$ cat src/rtl/alarm_pkg.sv
// -----------------------------------------------------------------------------
// alarm_pkg
// Shared definitions for the alarm status link: status bit positions inside the
// 4-bit frame, frame length, receiver FSM encoding, transmitter standby gap and
// the frame validity rule used by the panel-side receiver.
// -----------------------------------------------------------------------------
package alarm_pkg;

  localparam int BIT_ACTIVE = 0;
  localparam int BIT_ALARM  = 1;
  localparam int BIT_S1     = 2;
  localparam int BIT_S2     = 3;

  localparam int FRAME_BITS = 4;

  // Minimum idle cycles the transmitter leaves between frames.
  localparam int TX_STANDBY = 3;

  typedef logic [FRAME_BITS-1:0] frame_t;

  typedef enum logic [1:0] {
    IDLE  = 2'd0,
    SHIFT = 2'd1,
    CHECK = 2'd2
  } rx_state_e;

  // A siren without an armed system cannot come from a healthy transmitter.
  function automatic logic frame_is_valid(input frame_t f);
    return !(f[BIT_ALARM] && !f[BIT_ACTIVE]);
  endfunction

endpackage

$ cat src/rtl/status_link_watchdog.sv
// -----------------------------------------------------------------------------
// status_link_watchdog
// Saturating cycle counter that measures time since the last valid frame.
// Ports:
//   clk_i      clock
//   rst_n_i    asynchronous active-low reset
//   clr_i      restart the count (a valid frame was just checked)
//   timeout_o  count has reached LINK_TIMEOUT (stays high until cleared)
// -----------------------------------------------------------------------------
module status_link_watchdog #(
  parameter int LINK_TIMEOUT = 64
) (
  input  logic clk_i,
  input  logic rst_n_i,
  input  logic clr_i,
  output logic timeout_o
);

  localparam int CW = $clog2(LINK_TIMEOUT + 1);
  localparam logic [CW-1:0] LIMIT = CW'(LINK_TIMEOUT);

  logic [CW-1:0] cnt_q, cnt_d;

  always_comb begin
    cnt_d = cnt_q;
    if (clr_i) begin
      cnt_d = '0;
    end else if (cnt_q != LIMIT) begin
      cnt_d = cnt_q + 1'b1;
    end
  end

  always_ff @(posedge clk_i or negedge rst_n_i) begin
    if (!rst_n_i) begin
      cnt_q <= '0;
    end else begin
      cnt_q <= cnt_d;
    end
  end

  assign timeout_o = (cnt_q == LIMIT);

endmodule

$ cat src/rtl/status_frame_rx.sv
// -----------------------------------------------------------------------------
// status_frame_rx
// Panel-side receiver for the 4-bit serial status frame. Deframes
// STATUS_SEND/STATUS_OUT, rejects invalid frames, requires MATCH_FRAMES
// identical consecutive valid frames before committing them to the indicator
// outputs, and tracks link health with a watchdog.
// Ports (all outputs registered):
//   CLK           forwarded transmitter clock
//   RST_N         asynchronous active-low reset
//   STATUS_SEND   one-cycle frame start strobe
//   STATUS_OUT    serial data, bit 3 first
//   ARMED/SIREN/SENSOR1/SENSOR2  committed frame bits 0/1/2/3
//   STATUS_VALID  committed outputs are current
//   LINK_OK       valid frame seen within LINK_TIMEOUT cycles
//   NEW_STATUS    one-cycle pulse when a changed value is committed
//   FRAME_ERR     one-cycle pulse when a frame is rejected or aborted
// -----------------------------------------------------------------------------
module status_frame_rx
  import alarm_pkg::*;
#(
  parameter int MATCH_FRAMES = 2,
  parameter int LINK_TIMEOUT = 64
) (
  input  logic CLK,
  input  logic RST_N,
  input  logic STATUS_SEND,
  input  logic STATUS_OUT,
  output logic ARMED,
  output logic SIREN,
  output logic SENSOR1,
  output logic SENSOR2,
  output logic STATUS_VALID,
  output logic LINK_OK,
  output logic NEW_STATUS,
  output logic FRAME_ERR
);

  localparam logic [2:0] MATCH_C = 3'(MATCH_FRAMES);

  rx_state_e  state_q, state_d;
  logic [1:0] bitcnt_q, bitcnt_d;
  frame_t     shreg_q, shreg_d;
  frame_t     cand_q, cand_d;
  frame_t     com_q, com_d;
  logic [2:0] match_q, match_d;
  logic       svalid_q, svalid_d;
  logic       link_q, link_d;
  logic       newp_q, newp_d;
  logic       err_q, err_d;
  logic       chk_valid;
  logic       timeout;

  status_link_watchdog #(
    .LINK_TIMEOUT(LINK_TIMEOUT)
  ) u_wdog (
    .clk_i    (CLK),
    .rst_n_i  (RST_N),
    .clr_i    (chk_valid),
    .timeout_o(timeout)
  );

  always_comb begin
    state_d   = state_q;
    bitcnt_d  = bitcnt_q;
    shreg_d   = shreg_q;
    cand_d    = cand_q;
    com_d     = com_q;
    match_d   = match_q;
    svalid_d  = svalid_q;
    link_d    = link_q;
    newp_d    = 1'b0;
    err_d     = 1'b0;
    chk_valid = 1'b0;

    unique case (state_q)
      IDLE: begin
        if (STATUS_SEND) begin
          state_d  = SHIFT;
          bitcnt_d = '0;
        end
      end

      SHIFT: begin
        if (STATUS_SEND) begin
          // A strobe inside a frame is a fresh t0: drop the partial frame.
          err_d    = 1'b1;
          bitcnt_d = '0;
        end else begin
          shreg_d  = {shreg_q[FRAME_BITS-2:0], STATUS_OUT};
          bitcnt_d = bitcnt_q + 1'b1;
          if (bitcnt_q == 2'd3) begin
            state_d = CHECK;
          end
        end
      end

      CHECK: begin
        // A back-to-back strobe is honoured while this frame is evaluated.
        state_d  = STATUS_SEND ? SHIFT : IDLE;
        bitcnt_d = '0;
        if (frame_is_valid(shreg_q)) begin
          chk_valid = 1'b1;
          link_d    = 1'b1;
          if (shreg_q == cand_q) begin
            match_d = (match_q == MATCH_C) ? match_q : match_q + 1'b1;
          end else begin
            cand_d  = shreg_q;
            match_d = 3'd1;
          end
          if (match_d == MATCH_C) begin
            newp_d   = !svalid_q || (com_q != shreg_q);
            com_d    = shreg_q;
            svalid_d = 1'b1;
          end
        end else begin
          err_d   = 1'b1;
          match_d = '0;
          cand_d  = '0;
        end
      end

      default: begin
        state_d = IDLE;
      end
    endcase

    // A valid check on the timeout edge keeps the link alive.
    if (timeout && !chk_valid) begin
      link_d   = 1'b0;
      svalid_d = 1'b0;
      com_d    = '0;
      match_d  = '0;
    end
  end

  always_ff @(posedge CLK or negedge RST_N) begin
    if (!RST_N) begin
      state_q  <= IDLE;
      bitcnt_q <= '0;
      cand_q   <= '0;
      com_q    <= '0;
      match_q  <= '0;
      svalid_q <= 1'b0;
      link_q   <= 1'b0;
      newp_q   <= 1'b0;
      err_q    <= 1'b0;
    end else begin
      state_q  <= state_d;
      bitcnt_q <= bitcnt_d;
      cand_q   <= cand_d;
      com_q    <= com_d;
      match_q  <= match_d;
      svalid_q <= svalid_d;
      link_q   <= link_d;
      newp_q   <= newp_d;
      err_q    <= err_d;
    end
  end

  // Shift register only ever reaches CHECK fully overwritten, so no reset.
  always_ff @(posedge CLK) begin
    shreg_q <= shreg_d;
  end

  assign ARMED        = com_q[BIT_ACTIVE];
  assign SIREN        = com_q[BIT_ALARM];
  assign SENSOR1      = com_q[BIT_S1];
  assign SENSOR2      = com_q[BIT_S2];
  assign STATUS_VALID = svalid_q;
  assign LINK_OK      = link_q;
  assign NEW_STATUS   = newp_q;
  assign FRAME_ERR    = err_q;

endmodule

$ cat config.mk
export PLATFORM = sky130hd
export DESIGN_NAME = status_frame_rx
export DESIGN_NICKNAME = d
export VERILOG_FILES = /design/src/rtl/alarm_pkg.sv /design/src/rtl/status_link_watchdog.sv /design/src/rtl/status_frame_rx.sv
export SDC_FILE = /design/constraint.sdc
export NUM_CORES = 1
export LEC_CHECK = 0
export ABC_AREA = 1
export ABC_CLOCK_PERIOD_IN_PS = 2100
export CAP_MARGIN = 20
export CORE_MARGIN = 3
export CORE_UTILIZATION = 50
export DETAILED_ROUTE_END_ITERATION = 8
export PLACE_DENSITY_LB_ADDON = 0.3
export SLEW_MARGIN = 0
export SYNTH_ARGS = -nofsm -noshare
export SYNTH_HDL_FRONTEND = slang
export SYNTH_SLANG_ARGS = --single-unit
$ cat constraint.sdc
create_clock -name CLK -period 2.1 [get_ports CLK]
set_input_delay 0.21 -clock CLK [delete_from_list [all_inputs] [get_ports CLK]]
set_output_delay 0.21 -clock CLK [all_outputs]
set_load 0.01 [all_outputs]
Word-level counts from Yosys, hierarchy flattened
Index checks and enable logic that the tools add are counted.
{ "totals": {"inputBits": 4, "register_bits": 30, "wordCells": 84, "output_inout_bits": 8} }
{ "op_classes": {"mux": 38, "bitwise": 1, "n_addsub": 3, "eq_ne": 14, "n_reduce_logical": 17} }
{ "ops": {"columns": ["operator", "n"], "rows": [
  ["$mux 4", 6],
  ["$mux 3", 7],
  ["$mux 1", 15],
  ["$mux 7", 2],
  ["$pmux 2 s3", 2],
  ["$mux 2", 5],
  ["$ne 2x2->1 const B", 4],
  ["$reduce_and 2->1", 4],
  ["$add 7x1->7 const B", 1],
  ["$eq 7x7->1 const B", 1],
  ["$ne 7x7->1 const B", 1],
  ["$eq 3x2->1 const B", 2],
  ["$reduce_and 3->1", 2],
  ["$reduce_bool 2->1", 3],
  ["$eq 2x2->1 const B", 2],
  ["$eq 4x4->1", 1],
  ["$ne 4x4->1", 1],
  ["$add 3x1->3 const B", 1],
  ["$logic_not 1->1", 3],
  ["$reduce_bool 3->1", 1],
  ["$add 2x1->2 const B", 1],
  ["$eq 2x1->1 const B", 1],
  ["$logic_and 1x1->1", 2],
  ["$logic_not 2->1", 1],
  ["4 further kinds", 4]
]} }

Logic depth before layout (Yosys ltp)
Gate-level depths: netlist (run 1).
{ "logic_depth": {"depth_word": 10, "ltp_mapped": 9} }

Hierarchy
From an unflattened synthesis (run 1), not the netlist that was laid out.
{ "unflattened": {"cells_unflattened": 185, "area_unflattened_um2": 1647.8} }
{ "by_module_without_submodules": {"columns": ["module", "cells_per_inst", "area_per_inst_um2", "instances"], "rows": [
  ["status_frame_rx", 130, 1234.9, 1],
  ["status_link_watchdog", 55, 412.9, 1]
]} }

Least setup slack after synthesis (run 1)
Ideal clock, no wire load.
{ "synth_path": {"path_kind": "register -> register", "start": "register state_q[0]", "end": "register com_q[0]", "stages_incl_launch_ff": 10, "slack_ns": 0.602, "required_ns": 1.982, "arrival_ns": 1.381, "cell_sequence": "dfrtp_1 > inv_1 > ha_1 > inv_2 > nor2_8 > inv_6 > nor2_8 > nand3_4 > nand3_1 > nand2_1"} }
{ "synth_via": {"elab_chain_len": 6} }
{ "synth_lines": {"columns": ["element", "line_no", "rtl"], "rows": [
  ["from (decl)", "status_frame_rx.sv:40", "rx_state_e state_q, state_d;"],
  ["from (signal assigned)", "status_frame_rx.sv:148", "state_q <= state_d;"],
  ["$eq 2x2->1 *", "status_frame_rx.sv:75", "unique case (state_q)"],
  ["$mux 1", "status_frame_rx.sv:75", null],
  ["$logic_not 1->1", "status_frame_rx.sv:128", "if (timeout && !chk_valid) begin"],
  ["$logic_and 1x1->1", "status_frame_rx.sv:128", null],
  ["$ne 2x1->1 (no line) / $reduce_bool 2->1 (equally long branches)", null, null],
  ["$reduce_and 3->1 (no line)", null, null],
  ["to (signal assigned)", "status_frame_rx.sv:151", "com_q <= com_d;"],
  ["to (decl)", "status_frame_rx.sv:44", "frame_t com_q, com_d;"]
]} }
Mark *: on every way between the ends. The rest lies on a longest branch, timed or not.
A chain may end at the register's enable or synchronous reset.

Worst setup path in the final report (run 1)
{ "layout_path": {"start": "register state_q[0]", "end": "register com_q[3]"} }
The elaborated chain is that of the path after synthesis.

==> flow_summary.json, run 1 <==
{
  "syn-instance-count": 174,
  "r2r_cells": 9,
  "max_slew_margin_pct": 71.0,
  "core_area_sq_um": 2880,
  "overflow": 0,
  "critPathArrivalTime_ps": 1900,
  "die_x_um": 62.2,
  "synthArstFlopShare_pct": 86.7,
  "worst-setup-path-type": "flop to flop",
  "cts_tree": "yes",
  "slew_viol_final": 0,
  "setup_violations": 0,
  "clkTransAtPathRegs_ps": 100,
  "cp_common_cell": "nor2_8",
  "slowest_delay_ps": 410,
  "firstDrtPassIters": 4,
  "areaGrowthSynthToFinish_pct": 13.9,
  "drive_gt1_share_pct": 12.4,
  "crit_fanout": 8,
  "p_leak_nw": 0.886,
  "die_h_um": 62.2,
  "power_mw": 2.16,
  "rrSetupSlack_ps": 420,
  "hold_path_class": "input pin to async pin",
  "synth_fp_nets": 187,
  "route.detailed.drc": 0,
  "track_usage_pct": 17.7,
  "synth-adder-area-share_pct": 7.13,
  "multiInputGateArea_sq_um": 726,
  "drtIter0Drc": 81,
  "crit_required_ps": 2330,
  "clockBufferDepth": 2,
  "ctsHoldBuffers": 0,
  "path_cells": "inv_1 > ha_1 > inv_2 > nor2_8 > inv_6 > nor2_8 > nand3_4 > nand3_1 > nand2_1",
  "crit_path_end_kind": "flop",
  "status": "completed",
  "wl_met2_mm": 1.52,
  "drtAntennaViolNets": 0,
  "die_area_sq_um": 3870,
  "top_layer_used": "met4",
  "clock.fmax_mhz": 597,
  "rsz0062_at_grt": "false",
  "final_common_cell": "nand2_1",
  "synth-xor-area-share_pct": 3.33,
  "io_pins": 12,
  "power_density_nw_per_um2": 1200,
  "fin_crit_ps": 1680,
  "routed_via_density": 5.21,
  "io_buffers": 11,
  "routed_wl_mm": 2.97,
  "ys.flop_type": "dfrtp_1",
  "clockRootBuffer": "clkbuf_4",
  "post_cts_resized": 0,
  "htreeDepth": 2,
  "grt_pass1_wl_mm": 5.45,
  "layout_common_cells": "35 x nand2_1, 26 x dfrtp_1, 19 x nand3_1, 16 x inv_1, 13 x nor2_1",
  "register_area_sq_um": 771,
  "insertion_delay_ps": 330,
  "r2r-start": "state_q[0]$_DFFE_PN0P_",
  "post-cts-setup-buffers": 0,
  "cts_buffers": 5,
  "grt_pass1_vias": 1248,
  "vias": 1230,
  "avgSynthCellArea_sq_um": 9.08,
  "fillers": 242,
  "clock_skew_ps": 10.3,
  "grt_max_degree": 27,
  "timing.rr.end": "com_q[3]$_DFFE_PN0P_",
  "ys_types": 26,
  "num_rows": 19,
  "cts_sinks": 30,
  "ys_seq_area_share_pct": 48.8,
  "max_cap_violations": 0,
  "fin_cells": 236,
  "dp_hpwl_mm": 2.26,
  "ys_ff_latch": 30,
  "antenna_found_initial": 0,
  "synth_edf_count": 4,
  "tightest_slew_ps": 433,
  "synthMuxAreaShare_pct": 0,
  "start_util_pct": 54.9,
  "slowest_stage": "dfrtp_1",
  "worstSetupStartpointType": "flop",
  "fin_tns_setup_ps": 0,
  "wl_met1_mm": 1.27,
  "fin_crit_sh_pct": 79.8,
  "wl_per_cell_um": 12.6,
  "diodes": 0,
  "synth_top_family_by_area": "simple AND/OR/NAND/NOR gates",
  "met3WireLength_um": 133,
  "vdd_drop_max_mv": 0.612,
  "place_inst": 228,
  "gp_congestion": 0.848,
  "final_hold_viol_count": 0,
  "ys_warn_count": 0,
  "synth_area_sq_um": 1580,
  "synthSimpleGateAreaFrac_pct": 29.7,
  "synth_compound_area_share_pct": 5.78,
  "num-nets-final": 206
}
==> area by class of cell <==
type	instances	area share, %
Sequential cell	30	42.8
Multi-Input combinational cell	123	40.3
Timing Repair Buffer	12	6.53
Inverter	21	4.66
Tap cell	42	2.92
Clock buffer	6	2.29
Clock inverter	2	0.486
==> per-stage QoR <==
| stage | hold WS (ps) | cell area [sq um] | util (%) | setup WS, ps |
|---|---|---|---|---|
| after floorplan | -85.6 | 1580 | - | 602 |
| after global placement | 497 | 1750 | 60.9 | 521 |
| after detailed placement | 509 | 1750 | 60.9 | 446 |
| after CTS | 243 | 1800 | 62.6 | 407 |
| after global routing | 252 | 1800 | 62.6 | 282 |
| final | 241 | 1800 | 62.6 | 425 |
==> flip-flops by register name (all words and copies together), names as in the netlist <==
signal        flops
FRAME_ERR         1
LINK_OK           1
NEW_STATUS        1
STATUS_VALID      1
bitcnt_q          2
cand_q            4
com_q             4
match_q           3
shreg_q           4
state_q           2
u_wdog.cnt_q      7
==> cell usage after synthesis (3+ instances only) <==
cell      instances  area (sq um)
a21oi_1           4          20.0
nand2_2           3          18.8
xnor2_1           4          35.0
ha_1              9           113
nand4_1           7          43.8
inv_2             4          15.0
inv_1            16          60.1
nor3_1            4          20.0
nand2_1          35           131
o21ai_0           8          40.0
nor2_1           13          48.8
nand3_1          19          95.1
edfxtp_1          4           120
dfrtp_1          26           651
==> per-layer routing <==
layer	track usage (%)	up-vias
li1	-	614
met1	20.0	580
met3	5.59	5
met5	0	-
met4	8.01	0
met2	30.6	31
==> kinds of logic after synthesis <==
logic type      after synthesis
buf+inv                      21
compound gates               17
fa+ha+maj                     9
xor+xnor                      6
simple gates                 91
flops                        30
==> where the power goes <==
part	total, mW	internal, mW	switching, mW
Sequential	0.932	0.771	0.160
Clock	0.324	0.126	0.199
Combinational	0.909	0.365	0.544
Total	2.16	1.26	0.903
==> how the worst max path moves through the flow <==
stage | depth (start not counted) | startpoint | endpoint
after global routing | 9 | state_q[0]$_DFFE_PN0P_ | com_q[3]$_DFFE_PN0P_
after detailed placement | 9 | state_q[0]$_DFFE_PN0P_ | com_q[0]$_DFFE_PN0P_
after floorplan | 9 | state_q[0]$_DFFE_PN0P_ | com_q[0]$_DFFE_PN0P_
after global placement | 9 | state_q[0]$_DFFE_PN0P_ | com_q[3]$_DFFE_PN0P_
final | 9 | state_q[0]$_DFFE_PN0P_ | com_q[3]$_DFFE_PN0P_
after CTS | 9 | state_q[0]$_DFFE_PN0P_ | com_q[3]$_DFFE_PN0P_
==> worst max-delay path, delay by kind of cell, from the launching register on <==
kind	cells	cell delay, ps
buffers and inverters	3	300
and+or+nand+nor	5	580
DFF	1	410
adders and majority gates	1	290
(Power assumes the default switching activity.)
==> run 2: changes to the inputs <==
ABC_CLOCK_PERIOD_IN_PS = 1500   (was 2100)
clock period = 1.5 ns   (was 2.1 ns; I/O delays follow)
==> flow_summary.json, run 2 (synthesis results as in run 1) <==
{
  "power_frac_comb_pct": 48.8,
  "fillers": 218,
  "crit_required_ps": 1350,
  "slew_viol_final": 0,
  "vdd_drop_max_mv": 1.02,
  "tightest_slew_ps": 350,
  "drtAntennaViolNets": 0,
  "timing.rr.end": "com_q[1]$_DFFE_PN0P_",
  "crit_fanout": 3,
  "largest_reg_flops": 7,
  "cts_sinks": 30,
  "cts_tree": "yes",
  "multiInputGateArea_sq_um": 798,
  "final_util_pct": 70.2,
  "power_density_nw_per_um2": 1680,
  "clockBufferDepth": 2,
  "fin_cells": 254,
  "drive_gt1_share_pct": 27.4,
  "wl_per_cell_um": 13.4,
  "top_register": "u_wdog.cnt_q",
  "die_x_um": 62.2,
  "place_ws_ps": -19.3,
  "path_cells": "clkdlybuf4s50_1",
  "layout_common_cells": "31 x nand2_1, 26 x dfrtp_1, 19 x buf_4, 15 x nand3_1, 13 x inv_1",
  "fin_crit_ps": 1450,
  "critPathArrivalTime_ps": 1300,
  "overflow": 0,
  "io_pins": 12,
  "antenna_found_initial": 0,
  "r2r-start": "state_q[0]$_DFFE_PN0P_",
  "rsz0062_at_grt": "true",
  "intPower_mw": 2.01,
  "clock_skew_ps": 18.8,
  "grt_pass1_vias": 1264,
  "place_inst": 235,
  "rrSetupSlack_ps": 60,
  "setup_slack_ps": 46.0,
  "die_h_um": 62.2,
  "htreeDepth": 2,
  "seqPwrFrac_pct": 38.3,
  "routed_wl_mm": 3.39,
  "clkPwrFrac_pct": 12.9,
  "hold_path_class": "input pin to async pin",
  "grt_max_degree": 27,
  "setup_violations": 0,
  "areaGrowthSynthToFinish_pct": 27.8,
  "start_util_pct": 54.9,
  "route.detailed.drc": 0,
  "drtIter0Drc": 70,
  "clockRootBuffer": "clkbuf_4",
  "worst-setup-path-type": "flop to primary output",
  "num_rows": 19,
  "crit_path_end_kind": "primary output",
  "dp_hpwl_mm": 2.35,
  "slowest_stage": "clkdlybuf4s50_1",
  "worstSetupStartpointType": "flop",
  "diodes": 0,
  "fin_crit_sh_pct": 96.9,
  "cts_buffers": 5,
  "num-nets-final": 225,
  "path_buf_inv": 1,
  "firstDrtPassIters": 4,
  "gp_congestion": 0.842,
  "clock.fmax_mhz": 688,
  "p_sw_mw": 1.39,
  "switching_share_pct": 40.9,
  "p_leak_nw": 0.997,
  "track_usage_pct": 18.5,
  "routed_via_density": 5.31,
  "r2r_cells": 9,
  "die_area_sq_um": 3870,
  "register_area_sq_um": 771,
  "max_cap_violations": 0,
  "max_slew_margin_pct": 76.5,
  "io_buffers": 11,
  "status": "completed",
  "grt_pass1_wl_mm": 5.69,
  "clkTransAtPathRegs_ps": 100,
  "vias": 1348,
  "final_common_cell": "nand2_1",
  "final_hold_viol_count": 0,
  "crit_family": "buffers and inverters",
  "slowest_delay_ps": 570,
  "core_area_sq_um": 2880,
  "insertion_delay_ps": 330
}
-- run 2: cell count changes in the layout (fill, tap and decap cells not counted), moves of 2 or more --
cell     previous run  this run
buf_4               1        19
nand2_1            35        31
nand2_2             3         7
nand3_1            19        15
nand3_2             0         4
inv_1              16        13
nor2_1             13        10
ha_1                9         7
ha_4                0         2
inv_2               4         6
nor2_4              2         4
-- run 2: final cells by class --
class | instances | area share, %
Timing Repair Buffer | 31 | 13.2
Tap cell | 42 | 2.60
Clock buffer | 7 | 2.23
Inverter | 21 | 4.28
Multi-Input combinational cell | 123 | 39.5
Sequential cell | 30 | 38.2
-- run 2: power by group through the flow --
stage	logic [mW]	registers [mW]	clock network (mW)
after floorplan	0.918	1.29	0
after global placement	1.26	1.29	0
after detailed placement	1.33	1.32	0
after CTS	1.38	1.29	0.452
after global routing	1.83	1.34	0.500
final	1.66	1.30	0.439
-- run 2: routing by layer --
layer	share of wire (%)	global-route usage (%)	vias to the layer above
met5	0	0	-
met4	2.7	9.67	0
met3	5.3	5.23	11
met2	50	29.3	42
met1	42	23.0	645
li1	-	-	650
-- run 2: how the worst max path moves through the flow --
stage | from | slack (ps) | cells after the start | endpoint
after floorplan | state_q[0]$_DFFE_PN0P_ | 2 | 9 | com_q[0]$_DFFE_PN0P_
after global placement | state_q[0]$_DFFE_PN0P_ | 50 | 9 | com_q[2]$_DFFE_PN0P_
after detailed placement | match_q[0]$_DFFE_PN0P_ | -20 | 9 | com_q[1]$_DFFE_PN0P_
after CTS | state_q[0]$_DFFE_PN0P_ | 9 | 9 | com_q[1]$_DFFE_PN0P_
after global routing | com_q[3]$_DFFE_PN0P_ | -20 | 1 | SENSOR2
final | com_q[3]$_DFFE_PN0P_ | 50 | 1 | SENSOR2
-- run 2: repair_timing --
item | 4_1_cts | 5_1_grt
pin swaps | 0 | 11
hold buffers | 0 | 0
endpoints found under the setup margin | 4 | 10
setup buffers | 1 | 11
resized for setup | 1 | 23
-- run 2: worst register-to-register path, cell delays in order (launching register included) --
cell and delay [ps]:
dfrtp_1 400, inv_2 90, ha_4 150, inv_4 50
nor2_8 130, inv_6 60, nor2_8 150, nand3_4 140
nand3_2 110, nand2_1 50
-- run 2: per-stage QoR --
| stage | instance area (sq um) | hold slack, ps | TNS, ps | power, mW |
|---|---|---|---|---|
| 3_3_place_gp | 1800 | 496 | 0 | 2.54 |
| 6_report | 2020 | 177 | 0 | 3.39 |
| 5_1_grt | 2020 | 199 | -48.7 | 3.67 |
| 2_1_floorplan | 1580 | -146 | 0 | 2.21 |
| 4_1_cts | 1860 | 187 | 0 | 3.12 |
| 3_5_place_dp | 1800 | 503 | -47.7 | 2.64 |
